===== src/rtl/biu_cycle_engine.sv =====
// biu_cycle_engine: multiplexed address/data bus cycle engine (T1..T4 with wait states).
// Accepts one transfer request at a time and runs a single bus cycle for it:
//   T1 address + ALE, T2 strobes, T3/TW sample READY, T4 strobes off + response.
// Optional feature macro: HOLD_ARB_EN compiles in HOLD/HLDA bus arbitration (HLD state).
// Bus-control outputs and response outputs are registered; req_ready is decoded from the
// state register so a request can be taken on the first edge after reset.
module biu_cycle_engine #(
  parameter int unsigned DATA_W   = 8,
  parameter int unsigned ADDR_W   = 20,
  parameter int unsigned MAX_WAIT = 15
) (
  input  logic                     CLK,
  input  logic                     RESET,

  input  logic                     req_valid,
  output logic                     req_ready,
  input  logic                     req_write,
  input  logic                     req_io,
  input  logic [ADDR_W-1:0]        req_addr,
  input  logic [DATA_W-1:0]        req_wdata,

  output logic                     rsp_valid,
  output logic [DATA_W-1:0]        rsp_rdata,
  output logic                     rsp_err,

  output logic                     ALE,
  output logic                     RD,
  output logic                     WR,
  output logic                     DEN,
  output logic                     DTR,
  output logic                     IOM,

  output logic [DATA_W-1:0]        AD_out,
  output logic                     AD_oe,
  input  logic [DATA_W-1:0]        AD_in,
  output logic [ADDR_W-DATA_W-1:0] A_out,

  input  logic                     READY,
  input  logic                     HOLD,
  output logic                     HLDA
);

  localparam int unsigned HI_W       = ADDR_W - DATA_W;
  localparam int unsigned WCNT_W     = (MAX_WAIT > 0) ? $clog2(MAX_WAIT + 1) : 1;
  localparam logic [WCNT_W-1:0] WCNT_MAX = {WCNT_W{1'b1}};
  localparam logic [WCNT_W-1:0] WCNT_LIM = WCNT_W'(MAX_WAIT);
  localparam bit          TIMEOUT_EN = (MAX_WAIT != 0);

  localparam logic [2:0] S_IDLE = 3'd0;
  localparam logic [2:0] S_T1   = 3'd1;
  localparam logic [2:0] S_T2   = 3'd2;
  localparam logic [2:0] S_T3   = 3'd3;
  localparam logic [2:0] S_TW   = 3'd4;
  localparam logic [2:0] S_T4   = 3'd5;
`ifdef HOLD_ARB_EN
  localparam logic [2:0] S_HLD  = 3'd6;
`endif

  logic [2:0]        state, state_n;
  logic [WCNT_W-1:0] wcnt, wcnt_n;
  logic              lat_write, lat_write_n;
  logic [DATA_W-1:0] lat_wdata, lat_wdata_n;

  logic              ale_n, rd_n, wr_n, den_n, dtr_n, iom_n, oe_n;
  logic [DATA_W-1:0] ad_n;
  logic [HI_W-1:0]   a_n;
  logic              vld_n, err_n;
  logic [DATA_W-1:0] rdata_n;
  logic              strobe;
`ifdef HOLD_ARB_EN
  logic              hlda_n;
`endif

  // Ready is a pure state decode; a pending HOLD masks it so HOLD wins in IDLE.
`ifdef HOLD_ARB_EN
  assign req_ready = (state == S_IDLE) && !HOLD && !RESET;
`else
  logic unused_hold;
  assign unused_hold = HOLD;
  assign req_ready   = (state == S_IDLE) && !RESET;
  assign HLDA        = 1'b0;
`endif

  // Next state, wait counter, request latches and next values of the registered outputs.
  always_comb begin
    state_n     = state;
    wcnt_n      = wcnt;
    lat_write_n = lat_write;
    lat_wdata_n = lat_wdata;
    ale_n       = 1'b0;
    rd_n        = 1'b1;
    wr_n        = 1'b1;
    den_n       = 1'b1;
    oe_n        = 1'b0;
    ad_n        = AD_out;
    a_n         = A_out;
    iom_n       = IOM;
    dtr_n       = DTR;
    vld_n       = 1'b0;
    err_n       = 1'b0;
    rdata_n     = rsp_rdata;
    strobe      = 1'b0;
`ifdef HOLD_ARB_EN
    hlda_n      = 1'b0;
`endif

    case (state)
      S_IDLE: begin
`ifdef HOLD_ARB_EN
        if (HOLD) begin
          state_n = S_HLD;
          hlda_n  = 1'b1;
        end else
`endif
        if (req_valid) begin
          state_n     = S_T1;
          lat_write_n = req_write;
          lat_wdata_n = req_wdata;
          ale_n       = 1'b1;
          oe_n        = 1'b1;
          ad_n        = req_addr[DATA_W-1:0];
          a_n         = req_addr[ADDR_W-1:DATA_W];
          iom_n       = req_io;
          dtr_n       = req_write;
        end
      end

      S_T1: begin
        state_n = S_T2;
        wcnt_n  = '0;
        strobe  = 1'b1;
      end

      S_T2: begin
        state_n = S_T3;
        strobe  = 1'b1;
      end

      // READY has priority over the timeout on the last allowed wait state.
      S_T3, S_TW: begin
        if (READY) begin
          state_n = S_T4;
          vld_n   = 1'b1;
          if (!lat_write) begin
            rdata_n = AD_in;
          end
        end else if (TIMEOUT_EN && (state == S_TW) && (wcnt == WCNT_LIM)) begin
          state_n = S_T4;
          vld_n   = 1'b1;
          err_n   = 1'b1;
          rdata_n = '0;
        end else begin
          state_n = S_TW;
          strobe  = 1'b1;
          if (wcnt != WCNT_MAX) begin
            wcnt_n = wcnt + WCNT_W'(1);
          end
        end
      end

      S_T4: begin
        state_n = S_IDLE;
      end

`ifdef HOLD_ARB_EN
      S_HLD: begin
        if (HOLD) begin
          hlda_n = 1'b1;
        end else begin
          state_n = S_IDLE;
        end
      end
`endif

      default: begin
        state_n = S_IDLE;
      end
    endcase

    // Data phase strobes, shared by T2, T3 and TW.
    if (strobe) begin
      den_n = 1'b0;
      if (lat_write) begin
        wr_n = 1'b0;
        oe_n = 1'b1;
        ad_n = lat_wdata;
      end else begin
        rd_n = 1'b0;
      end
    end
  end

  // State, latches and registered outputs; reset forces the bus idle and aborts any cycle.
  always_ff @(posedge CLK or posedge RESET) begin
    if (RESET) begin
      state     <= S_IDLE;
      wcnt      <= '0;
      lat_write <= 1'b0;
      lat_wdata <= '0;
      ALE       <= 1'b0;
      RD        <= 1'b1;
      WR        <= 1'b1;
      DEN       <= 1'b1;
      DTR       <= 1'b0;
      IOM       <= 1'b0;
      AD_oe     <= 1'b0;
      AD_out    <= '0;
      A_out     <= '0;
      rsp_valid <= 1'b0;
      rsp_err   <= 1'b0;
      rsp_rdata <= '0;
`ifdef HOLD_ARB_EN
      HLDA      <= 1'b0;
`endif
    end else begin
      state     <= state_n;
      wcnt      <= wcnt_n;
      lat_write <= lat_write_n;
      lat_wdata <= lat_wdata_n;
      ALE       <= ale_n;
      RD        <= rd_n;
      WR        <= wr_n;
      DEN       <= den_n;
      DTR       <= dtr_n;
      IOM       <= iom_n;
      AD_oe     <= oe_n;
      AD_out    <= ad_n;
      A_out     <= a_n;
      rsp_valid <= vld_n;
      rsp_err   <= err_n;
      rsp_rdata <= rdata_n;
`ifdef HOLD_ARB_EN
      HLDA      <= hlda_n;
`endif
    end
  end

endmodule

===== config.mk =====
export PLATFORM = sky130hd
export DESIGN_NAME = biu_cycle_engine
export DESIGN_NICKNAME = d
export VERILOG_FILES = /design/src/rtl/biu_cycle_engine.sv
export SDC_FILE = /design/constraint.sdc
export NUM_CORES = 1
export LEC_CHECK = 0
export CAP_MARGIN = 20
export CORE_MARGIN = 3
export CORE_UTILIZATION = 48
export CTS_CLUSTER_DIAMETER = 80
export DETAILED_ROUTE_END_ITERATION = 8
export PLACE_DENSITY = 0.95
export SYNTH_ARGS = -nofsm -noshare
export SYNTH_HDL_FRONTEND = slang
export SYNTH_SLANG_ARGS = --single-unit

===== constraint.sdc =====
create_clock -name CLK -period 3.03 [get_ports CLK]
set_clock_uncertainty 0.15 [all_clocks]
set_input_delay 0.4545 -clock CLK [delete_from_list [all_inputs] [get_ports CLK]]
set_output_delay 0.4545 -clock CLK [all_outputs]
set_load 0.1 [all_outputs]

After elaboration in Yosys (flattened, before gate mapping). Cells that the tools add are included.

Output and inout bits: 39. Logic and storage cells: 70. Flip-flop bits (word level): 52. Bits of input ports: 43.

Reduce and logical (&&, ||, !) cells: 11. Muxes and demuxes: 32. Add/subtract/negate cells: 1. Eq/ne operators: 11.

Operator list (count): two-way mux 8 bit (7); two-way mux 1 bit (18); two-way mux 4 bit (3); case mux 3 bit (4 select lines) (1); inequality test 2 bit (second input constant) (5); case mux 4 bit (2 select lines) (1); == test 3 x 2 -> 1 bit (second input constant) (2); adder 4 x 1 -> 4 bit (second input constant) (1); == test 4 bit (second input constant) (1); inequality test 4 bit (second input constant) (1); AND reduction 4 bit (1); nonzero test 2 bit (2); OR reduction 2 bit (2); == test 3 x 1 -> 1 bit (second input constant) (1); == test 3 bit (second input constant) (1); logical NOT 3 bit (1); two-way mux 3 bit (1); AND reduction 3 bit (1); logical AND 1 bit (2); case mux 1 bit (2 select lines) (1); AND reduction 2 bit (1); logical NOT 1 bit (1).

Longest topological paths before layout. Gate-level depths: netlist (run 1).

Depth after elaboration: 6. Gate-level depth with buffers: 6. Depth with buffers taken out: 5.

Worst setup path before layout (run 1). No wires, ideal clock.

Path kind: register -> output. From: register state[0]. To: output port req_ready. Arrival: 3533 ps. Required time: 2425 ps. Cell stages (with the launch flop): 3. Path buffers: 1. Slack: -1108 ps. Cells stage by stage: dfrtp_1 -> clkbuf_1 -> nor4_1.

Word-level cells in the longest chain between the ends: 2.

Ends and longest elaborated chain: start, declared (RTL line 59) `logic [2:0] state, state_n;`; start signal, assigned (RTL line 216) `state <= state_n;`; logical NOT 3 bit (RTL line 80) `assign req_ready = (state == S_IDLE) && !RESET;`; logical AND 1 bit (RTL line 80); end, declared (RTL line 16) `output logic req_ready,`.

No other way between the ends.

Worst setup path in the final report (run 1).
From: register state[2]. To: register AD_out[5].

Word-level cells in the longest chain between the ends: 6. Elaborated cells between the ends (all ways): 14. Classes of those cells: 4 x eq/ne; 6 x mux; 4 x reduce/logical.

Ends and longest elaborated chain: == test 3 bit (RTL line 107, 147); logical AND 1 bit (RTL line 147) `end else if (TIMEOUT_EN && (state == S_TW) && (wcnt == WCNT_LIM)) begin`; two-way mux 1 bit (RTL line 147); two-way mux 1 bit (RTL line 141) `if (READY) begin`; case mux 1 bit (2 select lines) (RTL line 107) `case (state)`; two-way mux 8 bit (*) (RTL line 181) `if (strobe) begin`; net ad_n[5] (RTL line 65) `logic [DATA_W-1:0] ad_n;`; end signal, assigned (RTL line 227) `AD_out <= ad_n;`; end, declared (RTL line 33) `output logic [DATA_W-1:0] AD_out,`.

Mark *: on every way through the listed nets, which the timed path passes. The rest lies on a longest branch. A chain may end at the register's enable or synchronous reset.

==> run_results.csv, run 1 <==
group,metric,value,unit
floorplan,num_rows,24,
clock_tree,clk_latency,0.29,ns
synth,ys_seq_area_share,56.0,%
clock_tree,cts_hold_buffers,0,
route,first_pass_iters,4,
route,first_iter_violations,75,
clock_tree,cts_buffers,5,
route,post_drt_via_cell_ratio,5.04,
grt,grt_max_degree,39,
route,vias,1623,
synth,synth_top_cell_by_area,"dfrtp_1",
hold_path,hold_class,"flop to flop",
sta,min_period,2.23,ns
synth,synth_top_area_share,52.6,%
cells_and_area,num_antenna_cells,0,
setup_path,cp_slowest_cell,"dfrtp_1",
floorplan,die_width,75.7,µm
cells_and_area,final_nets,300,
sta,min_period_over_period,73.6,%
floorplan,start_util,51.4,%
cells_and_area,syn2layout_area_growth,36.6,%
floorplan,die_h,75.7,µm
setup_path,arrival,2.26,ns
clock_tree,root_buffer,"clkbuf_8",
grt,grt-ovfl-total,0,
sta,finalHoldViolCount,0,
cells_and_area,layout-drive-gt1-share,37.4,%
clock_tree,cts_resized,0,
setup_path,startpoint_type,"flop",
setup_path,critPathMaxFanout,12,
place,port_buffers,79,
setup_path,cp.required,3.06,ns
synth,synth-edff-count,0,
clock_tree,cts_buffer_depth,2,
floorplan,core_area,4530,µm²
synth,ys_ff_latch,52,
clock_tree,tritoncts,"built",
sta,worst_hold_slack,0.360,ns
setup_path,worstSetupPathType,"flop to flop",
clock_tree,postCtsSetupRepairBufs,0,
place,gp_congestion,0.906,
synth,syn_inst,177,
clock_tree,clkTransAtPathRegs,0.09,ns
route,avgRoutedWirePerCell,14.3,µm
synth,syn_area,2330,µm²
setup_path,crit_family,"simple AND/OR/NAND/NOR gates",
sta,rsz0062_at_grt,"false",
place,hpwlAfterDp,3.41,mm
synth,async_flop_share,100,%
grt,antenna_found_initial,0,
route,ant_nets,0,
floorplan,dieArea,5730,µm²
cells_and_area,num-fill-cells,318,
clock_tree,cts_sinks,52,
flow_run,maxCapViolCount,0,
outcome,outcome,"finished clean",
route,drcViolationCount,0,
sta,max_slew_margin,49.4,%
setup_path,crit_buf_inv,0,
setup_path,max_stage_delay,0.65,ns
grt,track_usage,16.3,%
sta,setup_viol_count_final,0,
route,wl,4.61,mm
grt,grt_pass1_wl,7.14,mm
clock_tree,htreeDepth,2,
setup_path,cp-end-kind,"flop",
synth,yosys_most_used_dff,"dfrtp_1",
synth,yosys_warnings,0,
sta,finalMaxSlewViolations,0,
sta,fmax,449,MHz
synth,syn_avg_cell_area,13.2,µm²
synth,ys_types,40,
synth,synth.area.top_cells,"dfrtp_1 (53%), mux2_2 (14%), mux2_4 (5.2%)",
grt,grt_pass1_vias,1598,
floorplan,io_pins,82,
synth,syn_nets,221,
sta,finalSetupTns,0,ns
sta,worst_slew_pin_slew,0.758,ns
setup_path,path_cells,"or3b_1, o22ai_4, nand2_4, mux2_4",
==> layer usage <==
layer	wire length, µm	global-route usage [%]	part of all wire, %	vias up
met5	0	0	0	-
met4	16	3.69	0.35	0
met3	371	4.35	8.1	2
met2	2260	28.0	49	71
met1	1970	20.5	43	777
li1	-	-	-	773
==> cells in the mapped netlist, types with 2 or more instances <==
| cell | count |
|---|---|
| a21oi_1 | 3 |
| mux2_4 | 8 |
| nand2b_1 | 4 |
| o32a_1 | 2 |
| mux2_2 | 30 |
| dfrtp_1 | 49 |
| o21ai_0 | 3 |
| buf_2 | 4 |
| o22ai_1 | 3 |
| nor2_1 | 5 |
| nand2_1 | 10 |
| clkbuf_1 | 2 |
| inv_1 | 11 |
| mux2i_1 | 10 |
| o21a_1 | 3 |
| buf_4 | 4 |
| dfstp_2 | 3 |
==> cell type report <==
cell class                 count  area, µm²  share of cell area (%)
tap                           65       81.3                    2.55
multi-input combinational    103        940                    29.5
clock inverter                 1       7.51                   0.236
timing repair buffer          83        726                    22.8
inverter                      11       41.3                    1.30
clock buffer                   7       86.3                    2.71
sequential                    52       1310                    41.0
==> flip-flops by register name (all words and copies together) (netlist names) <==
signal	flops
AD_oe	1
AD_out	8
ALE	1
A_out	12
DEN	1
IOM	1
RD	1
WR	1
lat_wdata	8
lat_write	1
rsp_err	1
rsp_rdata	8
rsp_valid	1
state	3
wcnt	4
==> cells in the final DEF (no fill, tap or decap), types with 2 or more instances in the layout <==
| cell type | Yosys | routed |
|---|---|---|
| dfstp_2 | 3 | 3 |
| nand2b_1 | 4 | 4 |
| buf_4 | 4 | 42 |
| clkdlybuf4s50_1 | 0 | 41 |
| o32a_1 | 2 | 2 |
| o21ai_0 | 3 | 3 |
| a21oi_1 | 3 | 3 |
| dfrtp_1 | 49 | 49 |
| inv_1 | 11 | 10 |
| clkbuf_8 | 0 | 6 |
| mux2_2 | 30 | 30 |
| nand2_1 | 10 | 10 |
| o21a_1 | 3 | 3 |
| mux2i_1 | 10 | 10 |
| nor2_1 | 5 | 5 |
| mux2_4 | 8 | 8 |
| o22ai_1 | 3 | 3 |
==> worst register-to-register path: stages, from the launching register on <==
cell and delay (ns):
dfrtp_1 0.65, or3b_1 0.55, o22ai_4 0.27, nand2_4 0.17
mux2_4 0.34
==> logic make-up after synthesis <==
kind of cell	share of synthesized area, %
AO/OA/AOI/OAI	7.19
buffers and inverters	4.40
multiplexers	24.4
AND/OR/NAND/NOR	6.97
adder cells (fa/ha/maj)	0.536
XOR/XNOR	0.376
flip-flops	56.0
other	0.161
==> worst paths after layout <==
path	from	to	slack, ns	depth (start not counted)
setup / recovery	state[2]	AD_out[5]	0.80	4
hold / removal	A_out[3]	A_out[3]	0.36	1
setup reg to reg	state[2]	AD_out[5]	0.80	4
hold reg to reg	A_out[3]	A_out[3]	0.36	1
max in group asynchronous	RESET	AD_out[2]	1.52	3
min in group asynchronous	RESET	state[1]	0.51	2
==> through the flow <==
| step | instance area [µm²] | util [%] | std cells | worst slack [ns] |
|---|---|---|---|---|
| CTS | 3190 | 70.3 | 322 | 0.821 |
| global route | 3190 | 70.3 | 322 | 0.730 |
| global placement | 3090 | 68.2 | 314 | 0.632 |
| detailed placement | 3090 | 68.2 | 314 | 0.625 |
| finish | 3190 | 70.3 | 322 | 0.801 |
| floorplan | 2340 | - | 177 | 0.0442 |
Power of run 1 is not shown: default switching activity piles up to over one toggle a cycle in this logic, so the estimate is an artifact.
==> run 2, diff against run 1 <==
CORE_UTILIZATION = 45   (was 48)
PLACE_DENSITY = 0.91   (was 0.95)
clock period = 2.1 ns   (was 3.03 ns; I/O delays follow)
==> run_results.csv, run 2 (synthesis results as in run 1) <==
group,metric,value,unit
cells_and_area,mostFrequentLayoutCells,"dfrtp_1 (48), buf_4 (47), clkdlybuf4s50_1 (41)",
setup_path,cp.required,2.14,ns
cells_and_area,num_antenna_cells,0,
setup_path,arrival,2.00,ns
floorplan,start_util,47.8,%
floorplan,dieArea,6080,µm²
cells_and_area,syn2layout_area_growth,44.6,%
setup_path,path_cells,"ha_1, a31o_2, o22ai_4, nand2_4, mux2_4",
clock_tree,cts_sinks,52,
sta,setup_ws,0.142,ns
floorplan,die_width,78.0,µm
cells_and_area,final_area,3370,µm²
route,first_iter_violations,73,
grt,grt_pass1_vias,1822,
grt,grt-ovfl-total,0,
clock_tree,cts_buffers,5,
place,port_buffers,79,
floorplan,io_pins,82,
cells_and_area,regMostFlops,"A_out",
sta,setup_viol_count_final,0,
sta,min_period,1.96,ns
clock_tree,tritoncts,"built",
place,hpwlAfterDp,3.86,mm
setup_path,worstSetupPathType,"flop to flop",
setup_path,crit_family,"compound AO/OA/AOI/OAI gates",
cells_and_area,layout_commonest_cell,"dfrtp_1",
grt,antenna_found_initial,0,
outcome,outcome,"finished clean",
cells_and_area,layout-drive-gt1-share,40.9,%
route,avgRoutedWirePerCell,14.8,µm
clock_tree,htreeDepth,2,
clock_tree,cts_hold_buffers,0,
sta,finalHoldViolCount,0,
route,drcViolationCount,0,
grt,grt_pass1_wl,8.48,mm
grt,track_usage,17.5,%
hold_path,hold_class,"input port to asynchronous set/reset pin",
clock_tree,cts_buffer_depth,2,
setup_path,cp-end-kind,"flop",
sta,fmax,511,MHz
sta,rsz0062_at_grt,"false",
flow_run,maxCapViolCount,0,
floorplan,die_h,78.0,µm
route,ant_nets,0,
sta,min_period_over_period,93.2,%
cells_and_area,largest_reg_flops,12,
setup_path,startpoint_type,"flop",
sta,finalSetupTns,0,ns
setup_path,cp.depth,5,
route,post_drt_via_cell_ratio,5.02,
floorplan,core_area,4880,µm²
route,vias,1688,
setup_path,reg2reg_depth,5,
route,wl,4.96,mm
setup_path,cp_slowest_cell,"dfrtp_1",
clock_tree,clk_latency,0.30,ns
place,placed_area,3280,µm²
route,first_pass_iters,4,
sta,finalMaxSlewViolations,0,
setup_path,max_stage_delay,0.44,ns
floorplan,num_rows,25,
setup_path,crit_buf_inv,0,
clock_tree,clkTransAtPathRegs,0.10,ns
place,place_worst_setup_slack,-0.0475,ns
setup_path,critPathMaxFanout,9,
clock_tree,root_buffer,"clkbuf_8",
cells_and_area,final_nets,312,
grt,grt_max_degree,53,
place,gp_congestion,0.884,
## run 2: per-layer routing
layer	track usage, %	share of wire (%)
met5	0	0
met4	3.15	0.71
met3	4.41	5.6
met2	31.7	53
met1	21.2	41
## run 2: worst reg2reg max path: cells and delay by family, from the launching register on
family / cells / cell delay, ns
AOI/OAI and AO/OA: 2 / 0.47
adders and majority gates: 1 / 0.29
DFF: 1 / 0.44
muxes: 1 / 0.34
and+or+nand+nor: 1 / 0.16
## run 2: final timing paths
kind | start | endpoint | slack, ns
worst max-delay path | wcnt[0] | AD_out[3] | 0.14
max in group asynchronous | RESET | DEN | 1.21
min in group CLK | A_out[3] | A_out[3] | 0.36
worst max register to register | wcnt[0] | AD_out[3] | 0.14
worst min register to register | A_out[3] | A_out[3] | 0.36
worst min-delay path | RESET | A_out[8] | 0.29
## run 2: layout make-up
class | instances | area, µm²
well taps | 67 | 83.8
flip-flops and latches | 52 | 1310
inverters | 11 | 41.3
repair buffers | 95 | 903
clock buffers | 5 | 68.8
fillers | 377 | 1510
clock inverters | 3 | 21.3
multi-input cells | 103 | 948
## run 2: timing repair
action,CTS,global route
hold endpoints to repair,0,0
setup endpoints to repair,0,1
gates resized for setup,0,1
buffers inserted,0,0
## run 2: per-stage QoR
step | instances | hold slack [ns] | util [%]
finish | 336 | 0.294 | 69.1
CTS | 336 | 0.310 | 69.1
global route | 336 | 0.317 | 69.1
detailed placement | 328 | 0.339 | 67.3
floorplan | 177 | 0.300 | -
global placement | 328 | 0.322 | 67.3
Power of run 2 is left out for the same reason.
==> run 3, diff against run 2 <==
GPL_TIMING_DRIVEN = 0   (was not set)
MAX_ROUTING_LAYER = met4   (was not set)
==> run_results.csv, run 3 (synthesis results as in run 1) <==
group,metric,value,unit
outcome,outcome,"finished clean",
route,first_iter_violations,106,
route,drcViolationCount,0,
hold_path,hold_class,"input port to asynchronous set/reset pin",
sta,min_period_over_period,95.8,%
grt,track_usage,17.7,%
route,avgRoutedWirePerCell,14.5,µm
cells_and_area,num_antenna_cells,0,
clock_tree,cts_sinks,52,
sta,max_slew_margin,34.9,%
cells_and_area,largest_reg_flops,12,
clock_tree,root_buffer,"clkbuf_8",
place,gp_congestion,0.880,
clock_tree,clkTransAtPathRegs,0.09,ns
cells_and_area,regMostFlops,"A_out",
route,post_drt_via_cell_ratio,4.97,
clock_tree,cts_buffers,5,
route,wl,4.82,mm
place,port_buffers,79,
cells_and_area,layout-drive-gt1-share,26.0,%
floorplan,core_area,4880,µm²
grt,grt-ovfl-total,0,
sta,fmax,497,MHz
clock_tree,htreeDepth,2,
cells_and_area,syn2layout_area_growth,42.5,%
sta,min_period,2.01,ns
place,place_worst_setup_slack,-0.606,ns
grt,grt_pass1_wl,8.41,mm
cells_and_area,final_nets,308,
place,hpwlAfterDp,3.64,mm
route,ant_nets,0,
flow_run,maxCapViolCount,0,
setup_path,worstSetupPathType,"flop to flop",
floorplan,dieArea,6080,µm²
floorplan,io_pins,82,
setup_path,cp.required,2.14,ns
route,first_pass_iters,4,
floorplan,die_width,78.0,µm
sta,finalMaxSlewViolations,0,
cells_and_area,layout_commonest_cell,"dfrtp_1",
sta,worst_slew_pin_slew,0.981,ns
floorplan,num_rows,25,
clock_tree,tritoncts,"built",
grt,grt_max_degree,39,
setup_path,cp-end-kind,"flop",
floorplan,start_util,47.8,%
sta,setup_viol_count_final,0,
floorplan,die_h,78.0,µm
setup_path,startpoint_type,"flop",
clock_tree,cts_buffer_depth,2,
sta,finalHoldViolCount,0,
clock_tree,clk_latency,0.30,ns
route,vias,1650,
sta,finalSetupTns,0,ns
grt,antenna_found_initial,0,
sta,setup_ws,0.0891,ns
setup_path,arrival,2.05,ns
grt,grt_pass1_vias,1744,
sta,rsz0062_at_grt,"false",
cells_and_area,mostFrequentLayoutCells,"dfrtp_1 (49), clkdlybuf4s50_1 (41), dlygate4sd2_1 (33)",
setup_path,critPathMaxFanout,10,
[run 3: cell types whose count changed in the layout (fill, tap and decap cells not counted), moves of 3 or more]
cell	delta
buf_4	-42
dlygate4sd2_1	+33
buf_12	-6
clkdlybuf4s15_2	+4
buf_2	+4
clkbuf_1	+3
[run 3: timing repair]
action | CTS | global route
hold buffers | 0 | 0
gates resized for setup | 51 | 3
pin swaps | 0 | 0
buffers inserted | 0 | 0
endpoints found under the setup margin | 60 | 9
[run 3: cell type report]
| class | instances | area [µm²] |
|---|---|---|
| Inverter | 11 | 41.3 |
| Tap cell | 67 | 83.8 |
| Multi-Input combinational cell | 103 | 948 |
| Buffer | 11 | 66.3 |
| Sequential cell | 52 | 1310 |
| Fill cell | 373 | 1560 |
| Clock inverter | 1 | 30.0 |
| Timing Repair Buffer | 80 | 772 |
| Clock buffer | 7 | 76.3 |
[run 3: through the flow]
stage	hold WS, ns	cells	util [%]	instance area [µm²]
after floorplan	0.300	177	-	2350
after global placement	0.318	323	66.1	3230
after detailed placement	0.332	324	66.5	3250
after CTS	0.235	332	68.0	3320
after global routing	0.238	332	68.1	3320
final	0.224	332	68.1	3320
[run 3: critical path, stage by stage (launching register included)]
cell and delay [ns]:
dfrtp_1 0.46, nor4b_4 0.44, buf_4 0.26, mux2_2 0.35, mux2_4 0.25
[run 3: metal layers]
| layer | vias to the layer above | wire [µm] | GRT usage [%] |
|---|---|---|---|
| li1 | 793 | - | - |
| met1 | 801 | 2120 | 22.9 |
| met2 | 54 | 2410 | 29.4 |
| met3 | 2 | 266 | 4.52 |
| met4 | 0 | 18 | 2.10 |
| met5 | - | 0 | - |
[run 3: path summary, 6_finish.rpt]
check / from / end / slack (ns) / cells after the start
setup / recovery: state[0] / AD_out[5] / 0.09 / 4
hold / removal: RESET / wcnt[0] / 0.22 / 2
setup reg to reg: state[0] / AD_out[5] / 0.09 / 4
hold reg to reg: A_out[3] / A_out[3] / 0.34 / 1
max in group asynchronous: RESET / RD / 1.01 / 3
min in group CLK: A_out[3] / A_out[3] / 0.34 / 1
Power of run 3 is left out for the same reason.
